`config.mk`:
```
export PLATFORM = sky130hd
export DESIGN_NAME = ram_port_arbiter
export DESIGN_NICKNAME = d
export VERILOG_FILES = /design/src/rtl/ram_port_arbiter.sv
export SDC_FILE = /design/constraint.sdc
export NUM_CORES = 1
export LEC_CHECK = 0
export BUFFER_PORTS_ARGS = -buffer_cell sky130_fd_sc_hd__buf_2
export CAP_MARGIN = 20
export CORE_UTILIZATION = 44
export CTS_CLUSTER_SIZE = 14
export DETAILED_ROUTE_END_ITERATION = 7
export GPL_ROUTABILITY_DRIVEN = 0
export GPL_TIMING_DRIVEN = 1
export MAX_ROUTING_LAYER = met4
export PLACE_DENSITY = 0.66
export SLEW_MARGIN = 20
export SYNTH_ARGS = -nofsm -noshare
export SYNTH_HDL_FRONTEND = slang
export SYNTH_SLANG_ARGS = --single-unit
```
`constraint.sdc`:
```
create_clock -name clk -period 3.89 [get_ports clk]
set_clock_uncertainty 0.05 [all_clocks]
set_input_delay 0.389 -clock clk [delete_from_list [all_inputs] [get_ports clk]]
set_output_delay 0.389 -clock clk [all_outputs]
set_load 0.02 [all_outputs]
```
`src/rtl/ram_port_arbiter.sv`:
```
// ram_port_arbiter: shares one byte-wide RAM port between fetch and load/store, serializing 1/2/4-byte accesses.
// Optional RAM_ARB_FAIR_EN: after two consecutive MEM grants with fetch pending, the next grant goes to IF.
module ram_port_arbiter (
  input  logic        clk,
  input  logic        rst,
  input  logic        if_req,
  input  logic [16:0] if_addr,
  input  logic        if_flush,
  output logic [31:0] if_rdata,
  output logic        if_done,
  input  logic        mem_req,
  input  logic        mem_we,
  input  logic [1:0]  mem_size,
  input  logic [16:0] mem_addr,
  input  logic [31:0] mem_wdata,
  output logic [31:0] mem_rdata,
  output logic        mem_done,
  output logic [16:0] ram_addr,
  output logic [7:0]  ram_wdata,
  output logic        ram_we,
  input  logic [7:0]  ram_rdata
);
  typedef enum logic [2:0] {IDLE, IF_RD, MEM_RD, MEM_WR, DONE} state_t;
  state_t      state_q, state_d;
  logic [2:0]  k_q, k_d, n_q, n_d;
  logic [1:0]  sz_q, sz_d;
  logic [31:0] wd_q, wd_d, asm_q, asm_d;
  logic [31:0] if_rdata_q, if_rdata_d, mem_rdata_q, mem_rdata_d;
  logic        if_done_q, if_done_d, mem_done_q, mem_done_d;
  logic [16:0] ram_addr_q, ram_addr_d;
  logic [7:0]  ram_wdata_q, ram_wdata_d;
  logic        ram_we_q, ram_we_d;
  logic        grant_if, grant_mem;
  logic [4:0]  rd_sel, wr_sel;
  // k counts the address being driven; the byte arriving now belongs to address k-1
  assign rd_sel = {k_q[1:0] - 2'd1, 3'b000};
  assign wr_sel = {k_q[1:0] + 2'd1, 3'b000};
`ifdef RAM_ARB_FAIR_EN
  logic [1:0] fair_q, fair_d;
  assign grant_if = if_req && (!mem_req || fair_q == 2'd2);
`else
  assign grant_if = if_req && !mem_req;
`endif
  assign grant_mem = mem_req && !grant_if;
  always_comb begin
    state_d     = state_q;
    k_d         = k_q;
    n_d         = n_q;
    sz_d        = sz_q;
    wd_d        = wd_q;
    asm_d       = asm_q;
    if_rdata_d  = if_rdata_q;
    mem_rdata_d = mem_rdata_q;
    if_done_d   = 1'b0;
    mem_done_d  = 1'b0;
    ram_addr_d  = ram_addr_q;
    ram_wdata_d = ram_wdata_q;
    ram_we_d    = 1'b0;
`ifdef RAM_ARB_FAIR_EN
    fair_d      = fair_q;
`endif
    case (state_q)
      IDLE: begin
        k_d = 3'd0;
`ifdef RAM_ARB_FAIR_EN
        fair_d = grant_mem && if_req ? fair_q + 2'd1 : 2'd0;
`endif
        if (grant_mem) begin
          state_d     = mem_we ? MEM_WR : MEM_RD;
          n_d         = mem_size == 2'd3 ? 3'd4 : mem_size == 2'd2 ? 3'd2 : 3'd1;
          sz_d        = mem_size;
          wd_d        = mem_wdata;
          ram_addr_d  = mem_addr;
          ram_wdata_d = mem_wdata[7:0];
          ram_we_d    = mem_we;
        end else if (grant_if) begin
          state_d    = IF_RD;
          n_d        = 3'd4;
          ram_addr_d = if_addr;
        end
      end
      IF_RD, MEM_RD: begin
        if (state_q == IF_RD && if_flush) begin
          state_d = IDLE;
          k_d     = 3'd0;
        end else begin
          if (k_q != 3'd0) asm_d[rd_sel +: 8] = ram_rdata;
          if (k_q == n_q) begin
            state_d     = DONE;
            k_d         = 3'd0;
            if_done_d   = state_q == IF_RD;
            mem_done_d  = state_q == MEM_RD;
            if_rdata_d  = state_q == IF_RD ? asm_d : if_rdata_q;
            mem_rdata_d = state_q == IF_RD ? mem_rdata_q :
                          sz_q == 2'd3 ? asm_d :
                          sz_q == 2'd2 ? {16'b0, asm_d[15:0]} : {24'b0, asm_d[7:0]};
          end else begin
            k_d        = k_q + 3'd1;
            ram_addr_d = k_q + 3'd1 < n_q ? ram_addr_q + 17'd1 : ram_addr_q;
          end
        end
      end
      MEM_WR: begin
        if (k_q + 3'd1 == n_q) begin
          state_d    = DONE;
          k_d        = 3'd0;
          mem_done_d = 1'b1;
        end else begin
          k_d         = k_q + 3'd1;
          ram_addr_d  = ram_addr_q + 17'd1;
          ram_wdata_d = wd_q[wr_sel +: 8];
          ram_we_d    = 1'b1;
        end
      end
      DONE: begin
        state_d = IDLE;
        k_d     = 3'd0;
      end
      default: begin
        state_d = IDLE;
        k_d     = 3'd0;
      end
    endcase
  end
  always_ff @(posedge clk) begin
    if (rst) begin
      state_q     <= IDLE;
      k_q         <= 3'd0;
      n_q         <= 3'd0;
      sz_q        <= 2'd0;
      wd_q        <= 32'd0;
      asm_q       <= 32'd0;
      if_rdata_q  <= 32'd0;
      mem_rdata_q <= 32'd0;
      if_done_q   <= 1'b0;
      mem_done_q  <= 1'b0;
      ram_addr_q  <= 17'd0;
      ram_wdata_q <= 8'd0;
      ram_we_q    <= 1'b0;
`ifdef RAM_ARB_FAIR_EN
      fair_q      <= 2'd0;
`endif
    end else begin
      state_q     <= state_d;
      k_q         <= k_d;
      n_q         <= n_d;
      sz_q        <= sz_d;
      wd_q        <= wd_d;
      asm_q       <= asm_d;
      if_rdata_q  <= if_rdata_d;
      mem_rdata_q <= mem_rdata_d;
      if_done_q   <= if_done_d;
      mem_done_q  <= mem_done_d;
      ram_addr_q  <= ram_addr_d;
      ram_wdata_q <= ram_wdata_d;
      ram_we_q    <= ram_we_d;
`ifdef RAM_ARB_FAIR_EN
      fair_q      <= fair_d;
`endif
    end
  end
  assign if_rdata  = if_rdata_q;
  assign if_done   = if_done_q;
  assign mem_rdata = mem_rdata_q;
  assign mem_done  = mem_done_q;
  assign ram_addr  = ram_addr_q;
  assign ram_wdata = ram_wdata_q;
  assign ram_we    = ram_we_q;
endmodule
```
==> impl_metrics.env <==
export IMPL_io_buffers=173
export IMPL_insertion_delay_ns=0.43
export IMPL_cts_root_buf="clkbuf_16"
export IMPL_synthArstFlopShare=0
export IMPL_synth_edf_count=0
export IMPL_first_pass_iters=5
export IMPL_internal_power_uw=3442
export IMPL_core_region_area_mm2=0.01647
export IMPL_syn_nets=955
export IMPL_cts_resized=0
export IMPL_ctsHoldBuffers=0
export IMPL_cap_violations=0
export IMPL_finalSetupTns_ns=0
export IMPL_synthCells=863
export IMPL_cts_made_buffers=17
export IMPL_min_path_type="in2reg"
export IMPL_fmax_mhz=342.9
export IMPL_layout_drive_gt1_share=0.2391
export IMPL_setup_worst_path_start="k_q[0]$_SDFF_PP0_"
export IMPL_required_ns=4.10
export IMPL_cts_sinks=167
export IMPL_synth_distinct_cells=50
export IMPL_register_area_mm2=0.003343
export IMPL_io_pins=174
export IMPL_start_util=0.4489
export IMPL_wl_um=19130
export IMPL_yosysWarnings=0
export IMPL_dr_first_iter_drc_count=437
export IMPL_route_antenna_remaining_nets=0
export IMPL_num_rows=47
export IMPL_cts_tree="built"
export IMPL_clkSlewWorstSetupHoldPaths_ns=0.07
export IMPL_seqPwrFrac=0.413
export IMPL_postCtsSetupBuffers=0
export IMPL_ir_drop_uv=326.5
export IMPL_maxSlewHeadroom=0.3160
export IMPL_r2r_start="k_q[0]$_SDFF_PP0_"
export IMPL_startpoint_type="flip-flop"
export IMPL_die_y_um=131.6
export IMPL_drc=0
export IMPL_grt_use_total=0.2324
export IMPL_rsz0062_at_grt="false"
export IMPL_p_total_uw=5048
export IMPL_pre_cts_ws_ns=1.017
export IMPL_worst_r2r_endpoint="ram_addr[4]$_SDFFE_PP0P_"
export IMPL_antenna_found_initial=0
export IMPL_num_fill_cells=1563
export IMPL_grt_overflow=0
export IMPL_avgSynthCellArea_um2=8.564
export IMPL_crit_path_end_kind="flip-flop"
export IMPL_syn_area_mm2=0.007391
export IMPL_finalSetupViolCount=0
export IMPL_area_growth_pct=21.92
export IMPL_tightest_slew_ns=1.026
export IMPL_multi_input_area_mm2=0.003740
export IMPL_finalMaxSlewViolations=0
export IMPL_antenna_cells=0
export IMPL_endpoint="ram_addr[4]$_SDFFE_PP0P_"
export IMPL_grt_max_degree=98
export IMPL_die_w_um=131.6
export IMPL_crit_type="reg2reg"
export IMPL_p_comb_frac=0.227
export IMPL_p_leak_uw=0.003611
export IMPL_avgViaCountPerCell=5.351
export IMPL_rr_worst_depth=9
export IMPL_whs_ns=0.1409
export IMPL_cts_path_max_buffers=2
export IMPL_grt_pass1_wl_um=31730
export IMPL_pwr_share_clk=0.360
export IMPL_ys_seq_elements=167
export IMPL_routedWlPerCell_um=15.52
export IMPL_grt_pass1_vias=6157
export IMPL_path_max_fanout=12
export IMPL_synth_seq_area_share=0.4523
export IMPL_vias=6593
export IMPL_arrival_ns=3.13
export IMPL_fin_nets=1091
export IMPL_min_period_ns=2.916
export IMPL_yosys_most_used_dff="dfxtp_1"
export IMPL_h_tree_depth=4
export IMPL_finalHoldViolCount=0
export IMPL_rrSetupSlack_ns=0.97
export IMPL_worst_slack_ns=0.9741
export IMPL_dp_hpwl_um=12610
export IMPL_p_sw_frac=0.3180
export IMPL_p_per_area_mw_per_mm2=560.1
export IMPL_p_switching_uw=1605
export IMPL_status="finished, final reports clean"
export IMPL_finalCritPeriodShare=0.7496
export IMPL_fp_dieArea_mm2=0.01732
per-layer routing:
layer,share of wire,GRT usage,up-vias
met4,0.015,0.08269,0
li1,-,-,3364
met1,0.50,0.3254,3015
met3,0.052,0.03897,18
met5,0,-,-
met2,0.43,0.3357,196
cells in the mapped netlist, types with 3 or more instances:
library cell	instances	area (um2)
nand3_1	11	55.05
inv_1	13	48.80
a31oi_1	6	37.54
or3_1	21	131.4
nor2_1	112	420.4
a22oi_1	8	60.06
mux2_2	5	56.30
nand3b_1	8	60.06
buf_2	10	50.05
a32oi_1	8	70.07
mux2i_1	37	370.4
buf_1	5	18.77
a211oi_1	86	645.6
or2_2	3	18.77
o21ai_0	23	115.1
nor3_1	10	50.05
ha_1	10	125.1
a21oi_1	78	390.4
nand2b_1	14	87.58
dfxtp_1	167	3343
clkbuf_1	52	195.2
a31o_2	3	26.28
mux4_2	8	180.2
xor2_1	3	26.28
nand4_1	8	50.05
nand2_1	108	405.4
nor4_1	7	43.79
or4_1	3	22.52
and3_1	5	31.28
metrics by stage:
step	cell area (um2)	utilization	std cells
floorplan	7391	-	863
global placement	8373	0.5085	1200
detailed placement	8373	0.5085	1200
CTS	9011	0.5473	1232
global route	9011	0.5473	1232
finish	9011	0.5473	1232
how the worst min path moves through the flow:
stage	startpoint	end	slack [ns]	depth (start not counted)
global placement	mem_rdata[8]$_SDFFE_PP0P_	mem_rdata[8]$_SDFFE_PP0P_	0.39	2
detailed placement	mem_rdata[26]$_SDFFE_PP0P_	mem_rdata[26]$_SDFFE_PP0P_	0.40	2
finish	mem_wdata[27]	wd_q[27]$_SDFFE_PP0P_	0.14	3
global route	mem_wdata[26]	wd_q[26]$_SDFFE_PP0P_	0.14	3
CTS	mem_wdata[27]	wd_q[27]$_SDFFE_PP0P_	0.12	3
floorplan	wd_q[0]$_SDFFE_PP0P_	wd_q[0]$_SDFFE_PP0P_	0.38	2
registers in the layout, summed over array words and instances (netlist names):
name,cells
asm_q,32
if_rdata,32
mem_rdata,32
wd_q,32
ram_addr,17
ram_wdata,8
k_q,3
n_q,3
state_q,3
sz_q,2
if_done,1
mem_done,1
ram_we,1
cell families after synthesis:
kind of cell / count (synthesis) / synth area share
buffers and inverters: 82 / 0.04537
xor gates and xnor gates: 3 / 0.003556
muxes: 50 / 0.08211
AOI/OAI and AO/OA: 231 / 0.2032
adders and majority gates: 10 / 0.01693
DFF: 167 / 0.4523
and+or+nand+nor: 320 / 0.1965
cell usage in the layout, fill, tap and decap left out, types with 14 or more instances in the layout:
cell / Yosys / final
buf_4: 0 / 14
mux2i_1: 37 / 37
buf_2: 10 / 172
dfxtp_1: 167 / 167
nor2_1: 112 / 112
clkbuf_16: 0 / 17
nand2_1: 108 / 108
nand2b_1: 14 / 14
a211oi_1: 86 / 86
o21ai_0: 23 / 23
a21oi_1: 78 / 77
or3_1: 21 / 21
power by group through the flow:
stage          clock network [uW]  logic (uW)  registers [uW]
3_3_place_gp                    0        1130            2120
5_1_grt                      1920        1270            2120
6_report                     1820        1150            2090
2_1_floorplan                   0         714            2200
3_5_place_dp                    0        1140            2120
4_1_cts                      1850        1150            2080
layout make-up:
type / instances / area share
Multi-Input combinational cell: 614 / 0.4150
Sequential cell: 167 / 0.3710
Inverter: 13 / 0.005415
Tap cell: 220 / 0.03055
Clock inverter: 13 / 0.02166
Clock buffer: 19 / 0.04915
Timing Repair Buffer: 186 / 0.1072
critical path: stages (launching register included):
cell	delay, ns
dfxtp_1	0.49
inv_1	0.13
ha_1	0.40
ha_1	0.31
nor2b_1	0.13
o21ai_0	0.22
a31oi_1	0.12
buf_4	0.20
nor2_1	0.52
o311ai_0	0.18
Note: power is estimated with default switching activity, not from simulation.
